### src/rtl/uart_rx_fifo.sv
// Receive-side frame FIFO behind a UART receiver: edge-captures {err, data} on rx_done, show-ahead valid/ready read.
// Optional macro UART_RX_FIFO_DROP_ERR_EN discards errored frames and ties rd_err low.
module uart_rx_fifo #(
    parameter int unsigned DEPTH  = 16,
    parameter int unsigned ADDR_W = 4
) (
    input  logic              clk,
    input  logic              arst,
    input  logic              rx_done,
    input  logic              rx_err,
    input  logic [7:0]        rx_data,
    input  logic              rd_ready,
    output logic              rd_valid,
    output logic [7:0]        rd_data,
    output logic              rd_err,
    output logic [ADDR_W:0]   count,
    output logic              full,
    output logic              empty,
    output logic              overflow,
    input  logic              clr_ovf,
    input  logic              flush
);

`ifdef UART_RX_FIFO_DROP_ERR_EN
    localparam int unsigned ENTRY_W = 8;
`else
    localparam int unsigned ENTRY_W = 9;
`endif

    localparam logic [ADDR_W:0] DEPTH_C = (ADDR_W + 1)'(DEPTH);

    logic [ENTRY_W-1:0] mem [DEPTH];
    logic [ENTRY_W-1:0] wr_entry;
    logic [ENTRY_W-1:0] head;
    logic [ADDR_W-1:0]  wr_ptr;
    logic [ADDR_W-1:0]  rd_ptr;
    logic               done_q;
    logic               wr_req;
    logic               wr_req_ok;
    logic               pop;
    logic               wr_en;
    logic               ovf_set;

    assign wr_req = rx_done & ~done_q;

`ifdef UART_RX_FIFO_DROP_ERR_EN
    assign wr_req_ok = wr_req & ~rx_err;
    assign wr_entry  = rx_data;
    assign rd_data   = head;
    assign rd_err    = 1'b0;
`else
    assign wr_req_ok = wr_req;
    assign wr_entry  = {rx_err, rx_data};
    assign rd_data   = head[7:0];
    assign rd_err    = head[8];
`endif

    assign full     = (count == DEPTH_C);
    assign empty    = (count == '0);
    assign rd_valid = ~empty;
    assign head     = mem[rd_ptr];

    // A pop in the same cycle frees the slot, so a write into a full FIFO is still accepted.
    assign pop     = rd_valid & rd_ready;
    assign wr_en   = wr_req_ok & (~full | pop) & ~flush;
    assign ovf_set = wr_req_ok & full & ~pop & ~flush;

    always_ff @(posedge clk) begin
        if (wr_en) begin
            mem[wr_ptr] <= wr_entry;
        end
    end

    always_ff @(posedge clk or posedge arst) begin
        if (arst) begin
            wr_ptr   <= '0;
            rd_ptr   <= '0;
            count    <= '0;
            done_q   <= 1'b0;
            overflow <= 1'b0;
        end else begin
            done_q <= rx_done;
            if (flush) begin
                wr_ptr <= '0;
                rd_ptr <= '0;
                count  <= '0;
            end else begin
                if (wr_en) begin
                    wr_ptr <= wr_ptr + ADDR_W'(1);
                end
                if (pop) begin
                    rd_ptr <= rd_ptr + ADDR_W'(1);
                end
                case ({wr_en, pop})
                    2'b10:   count <= count + (ADDR_W + 1)'(1);
                    2'b01:   count <= count - (ADDR_W + 1)'(1);
                    default: count <= count;
                endcase
            end
            if (ovf_set) begin
                overflow <= 1'b1;
            end else if (clr_ovf) begin
                overflow <= 1'b0;
            end
        end
    end

endmodule
### config.mk
export PLATFORM = sky130hd
export DESIGN_NAME = uart_rx_fifo
export DESIGN_NICKNAME = d
export VERILOG_FILES = /design/src/rtl/uart_rx_fifo.sv
export SDC_FILE = /design/constraint.sdc
export NUM_CORES = 1
export LEC_CHECK = 0
export ABC_AREA = 0
export ABC_CLOCK_PERIOD_IN_PS = 4750
export BUFFER_PORTS_ARGS = -buffer_cell sky130_fd_sc_hd__buf_2
export CORE_UTILIZATION = 58
export DETAILED_ROUTE_END_ITERATION = 10
export PLACE_DENSITY = 0.8
export SYNTH_ARGS = -nofsm -noshare
export SYNTH_HDL_FRONTEND = slang
export SYNTH_SLANG_ARGS = --single-unit
### constraint.sdc
create_clock -name clk -period 4.75 [get_ports clk]
set_input_delay 0.95 -clock clk [delete_from_list [all_inputs] [get_ports clk]]
set_output_delay 0.95 -clock clk [all_outputs]
set_load 0.02 [all_outputs]
* Yosys cells after proc, flatten, opt, wreduce, memory -nomap -nowiden
Memories as Yosys holds them, arrays and structs flattened.
Index checks and enable logic that the tools add are counted.
** Cells by class
- $add $sub $neg :: 4
- Mux-type cells :: 10
- Bitwise operators :: 13
- Reductions and logical operators :: 5
- Equal/unequal tests :: 3
** Operator list (count)
- 4-bit two-way mux :: 4
- 5-bit case mux with 2 select lines :: 1
- 4-bit by 1-bit adder with 4-bit output, second input constant :: 2
- 1-bit bitwise AND :: 7
- 2-bit nonzero test :: 3
- 5-bit by 1-bit adder with 5-bit output, second input constant :: 1
- 5-bit == test, second input constant :: 1
- 5-bit zero test :: 1
- 5-bit two-way mux :: 1
- 1-bit inverter :: 5
- 5-bit by 1-bit subtractor with 5-bit output, second input constant :: 1
- 1-bit two-way mux :: 4
- 3-bit nonzero test :: 1
- 2-bit by 1-bit == test with 1-bit output, second input constant :: 1
- 2-bit == test, second input constant :: 1
- 1-bit bitwise OR :: 1
** Storage, ports and cells
- Bits in writable memories :: 144
- Bits in registers :: 15
- Memories :: 1
- Output and inout port bits :: 18
** Memory list
- mem :: words 16, width 9, read ports 1, clocked after Yosys merged registers in 0, write ports 1, line 32 : logic [ENTRY_W-1:0] mem [DEPTH];

* Depth between registers and ports, before layout
- Depth in word-level cells :: 9
- Depth in mapped cells :: 10
- Mapped depth without buffers :: 9

* Worst setup path before layout
OpenSTA, ideal clock, no wires.
- Path kind :: input to register
- From :: input rx_done
- To :: register count[4]
- Path buffers :: 1
- Stages on the path :: 9
- Arrival time :: 2.967 ns
- Setup time :: 0.088 ns
- Required time :: 4.662 ns
- Setup slack :: 1.695 ns
- Path through :: nand2b_1 > clkbuf_1 > nor2_1 > or2_2 > fa_1 > nand2b_1 > a2111o_1 > or2_2 > a41oi_1
** Between the ends
- Word-level cells in the longest chain between the ends :: 6
- Elaborated cells between the ends (all ways) :: 8
- Classes of those cells :: 2 x eq/ne; 2 x mux; 3 x bitwise; 1 x reduce/logical
** Ends and longest elaborated chain
- from (decl) :: line 9 : input logic rx_done,
- 1-bit bitwise AND (*) :: line 44 : assign wr_req = rx_done & ~done_q;
- 1-bit bitwise AND (*) (2 in a row) :: line 65 : assign wr_en = wr_req_ok & (~full | pop) & ~flush;
- 2-bit by 1-bit == test with 1-bit output or 2-bit == test (tied branches) :: line 94 : case ({wr_en, pop})
- 5-bit case mux with 2 select lines :: line 94
- 5-bit two-way mux :: line 83 : if (flush) begin
- to (signal assigned) :: line 95 : 2'b10: count <= count + (ADDR_W + 1)'(1);
- to (signal assigned) :: line 96 : 2'b01: count <= count - (ADDR_W + 1)'(1);
- to (signal assigned) :: line 97 : default: count <= count;
- to (decl) :: line 16 : output logic [ADDR_W:0] count,
Every way passes the cells marked *; elsewhere a longest branch is shown, timed or not.
A chain may end at the register's enable or synchronous reset.

* Worst setup path in the final report
- From :: register rd_ptr[0]
- To :: output rd_data[4]
** Between the ends
- Word-level cells in the longest chain between the ends :: 1
** Ends and longest elaborated chain
- from (decl) :: line 36 : logic [ADDR_W-1:0] rd_ptr;
- from (signal assigned) :: line 92 : rd_ptr <= rd_ptr + ADDR_W'(1);
- memory read 16 x 9 bit
- to (decl) :: line 14 : output logic [7:0] rd_data,
Every way passes these cells.

==> run_results.csv <==
group,metric,value,unit
run_status,result_of_the_run,"completed",
drt,drt-pass1-iter-count,5,
placement,place_congestion,0.769,
yosys,synthArstFlopShare,9.43,%
worst_setup_path,worst-r2r-setup-slack,1610,ps
drt,dr_total_vias,3216,
yosys,synthTopCellsByArea,"sky130_fd_sc_hd__edfxtp_1, sky130_fd_sc_hd__mux4_2, sky130_fd_sc_hd__dfrtp_1, sky130_fd_sc_hd__nor2_1, sky130_fd_sc_hd__ha_1",
yosys,synth.yosys.seq_area_share,72.5,%
timing,grt_setup_unrepaired,"false",
timing,timing_hold_violations_final,0,
timing,worst_slew_pin_slew,1190,ps
grt,antenna_violations_before_repair,0,
layout,antenna_cells,0,
timing,totalNegativeSetupSlack,0,ps
worst_setup_path,arrival,2790,ps
clock_tree,cts_setup_buffers,0,
worst_setup_path,timing.setup.critical_path_class,"reg2out",
die,io-pin-count,33,
drt,routed_wire_length_per_instance,24.5,um
worst_setup_path,worst_path_most_repeated_cell,"sky130_fd_sc_hd__mux4_2",
die,floorplan.rows,38,
pwr,cellLeakagePower,2.48,nW
yosys,synth.avg_cell_area,19.8,um2
drt,drt_iter0_drc,273,
die,floorplan.core_area,10900,um2
yosys,number_of_synthesized_flops_with_an_enable_pin,144,
worst_setup_path,reg2reg_to,"count[4]",
die,die_y,108,um
yosys,netlist_area,6480,um2
yosys,yosys_warnings,0,
timing,finalSetupViolCount,0,
timing,whs,482,ps
yosys,synth.top_cell.area_share,66.7,%
worst_setup_path,critical_path_required,3800,ps
worst_setup_path,rr_startpoint,"count[3]",
clock_tree,post_cts.resized_instances,0,
clock_tree,cts_tree,"built",
yosys,postSynth.topFlopCell,"sky130_fd_sc_hd__edfxtp_1",
timing,clock-skew-final,10.6,ps
layout,nets_finish,396,
clock_tree,clock-sinks,159,
die,floorplan.initialDensity,59.6,%
die,die-area,11600,um2
worst_setup_path,r2r.worst_path.cells,9,
timing,relSlewSlack,20.3,%
clock_tree,cts-htree-levels,4,
clock_tree,cts_buffers,17,
worst_setup_path,worstSetupEndpointType,"output port",
worst_setup_path,worstSetupStartpointType,"register",
grt,grt_pass1_vias,3365,
grt,grt_remaining_overflow,0,
die,chipWidth,108,um
yosys,synth.net_count,352,
clock_tree,clkLatencyLatePin,530,ps
timing,post-route-period-util,78.7,%
placement,portBuffers,32,
worst_setup_path,critical_path.max_stage_delay,710,ps
layout,fillerInstances,689,
flow_run,max-cap-violations,0,
yosys,netlist-cell-type-count,34,
grt,grt_first_pass_wirelength,19.7,mm
min_path,holdCritPathClass,"in2async",
yosys,postSynthRegisterBits,159,
drt,route.final.wire_length,12.8,mm
layout,flow.area_growth_from_synthesis,14.3,%
pwr,worst_ir_drop_vdd,0.000370,V
worst_setup_path,crit_path_cell_trace,"buf_12 -> mux4_2 -> mux4_2 -> buf_2",
clock_tree,clockBufferDepth,2,
grt,largest_net_degree_at_the_start_of_global_routing,25,
placement,detailedPlacementHpwl,7.47,mm
yosys,synth.largest_area_cell,"sky130_fd_sc_hd__edfxtp_1",
drt,ant_nets,0,
clock_tree,number_of_hold_buffers_added_after_cts,0,
timing,drv_slew,0,
pwr,powerDensity,516,nW/um2
grt,globalRouteTotalUtil,24.8,%
yosys,post_synthesis_cell_count,328,
layout,share_of_cells_above_drive_strength_1,32.6,%
timing,max_clock_freq,267,MHz
timing,final_worst_path_period_need,3740,ps
worst_setup_path,critical-path-slowest-cell,"sky130_fd_sc_hd__dfrtp_2",
drt,route.detailed.vias_per_inst,6.14,
drt,drc,0,
clock_tree,cts_root_buffer,"sky130_fd_sc_hd__clkbuf_8",
clock_tree,clk_pin_slew,60,ps
worst_setup_path,timing.critical_path.fanout_max,24,
power breakdown:
group | leakage [nW] | total, mW | switching, mW | internal (mW)
combinational | 0.719 | 0.899 | 0.449 | 0.450
clock | 0.269 | 1.29 | 0.538 | 0.749
sequential | 1.50 | 1.64 | 0.0823 | 1.56
worst max-delay path, delay by kind of cell (launching register included):
kind	cells	cell delay [ps]
buffers and inverters	2	470
multiplexers	2	1040
flip-flops	1	710
per-layer routing:
| layer | track usage (%) | up-vias | share of wire (%) |
|---|---|---|---|
| li1 | - | 1408 | - |
| met1 | 33.5 | 1642 | 40 |
| met2 | 40.0 | 146 | 51 |
| met3 | 5.39 | 20 | 7.2 |
| met4 | 9.10 | 0 | 2.0 |
| met5 | 0 | - | 0 |
Yosys cell counts, types with 4 or more instances:
master	count
sky130_fd_sc_hd__clkbuf_1	11
sky130_fd_sc_hd__inv_1	9
sky130_fd_sc_hd__edfxtp_1	144
sky130_fd_sc_hd__ha_1	8
sky130_fd_sc_hd__nor2_1	30
sky130_fd_sc_hd__nand2b_1	5
sky130_fd_sc_hd__mux4_2	45
sky130_fd_sc_hd__mux2_4	4
sky130_fd_sc_hd__dfrtp_1	15
sky130_fd_sc_hd__buf_2	5
sky130_fd_sc_hd__xor2_1	4
sky130_fd_sc_hd__nor3_1	4
sky130_fd_sc_hd__nand2_1	8
cell type report:
cell class,count,area (um2),area share (%)
multi-input combinational,143,1680,22.7
clock buffer,19,422,5.69
timing repair buffer,42,260,3.51
inverter,9,33.8,0.456
clock inverter,12,138,1.86
sequential,159,4700,63.4
tap,140,175,2.36
layout by cell type (no fill, tap or decap), types with 5 or more instances in the layout:
cell type / Yosys / routed
sky130_fd_sc_hd__edfxtp_1: 144 / 144
sky130_fd_sc_hd__mux4_2: 45 / 45
sky130_fd_sc_hd__buf_2: 5 / 32
sky130_fd_sc_hd__nor2_1: 30 / 30
sky130_fd_sc_hd__clkbuf_16: 0 / 16
sky130_fd_sc_hd__dfrtp_1: 15 / 14
sky130_fd_sc_hd__inv_1: 9 / 9
sky130_fd_sc_hd__nand2_1: 8 / 8
sky130_fd_sc_hd__ha_1: 8 / 8
sky130_fd_sc_hd__buf_4: 0 / 8
sky130_fd_sc_hd__nand2b_1: 5 / 5
flip-flops by register name, indices dropped and copies added (netlist names):
register	flops
count	5
done_q	1
mem	144
overflow	1
rd_ptr	4
wr_ptr	4
cell families after synthesis:
kind of cell             Yosys count  share of synthesized area, %
XOR/XNOR                           7                         0.945
adder cells (fa/ha/maj)            9                          1.85
AO/OA/AOI/OAI                     15                          1.85
flip-flops                       159                          72.5
multiplexers                      52                          17.0
AND/OR/NAND/NOR                   60                          4.26
buffers and inverters             26                          1.60
stage by stage:
step | cell area, um2 | util (%) | power (mW) | std cells | setup slack, ps
global placement | 6850 | 62.9 | 2.56 | 493 | 1580
detailed placement | 6850 | 62.9 | 2.58 | 493 | 1510
CTS | 7410 | 68.1 | 3.86 | 524 | 953
finish | 7410 | 68.1 | 3.83 | 524 | 1010
global route | 7410 | 68.1 | 3.99 | 524 | 868
floorplan | 6480 | - | 2.35 | 328 | 1690
how the worst max path moves through the flow:
stage,startpoint,endpoint,slack (ps),depth (start not counted)
after global placement,rd_ptr[0],rd_data[4],1580,4
after CTS,rd_ptr[0],rd_data[4],950,4
final,rd_ptr[0],rd_data[4],1010,4
after floorplan,rx_done,count[4],1690,9
after global routing,rd_ptr[0],rd_data[4],870,4
after detailed placement,rx_done,mem[11][6],1510,5
No activity file was read; power rests on OpenSTA's default activity.
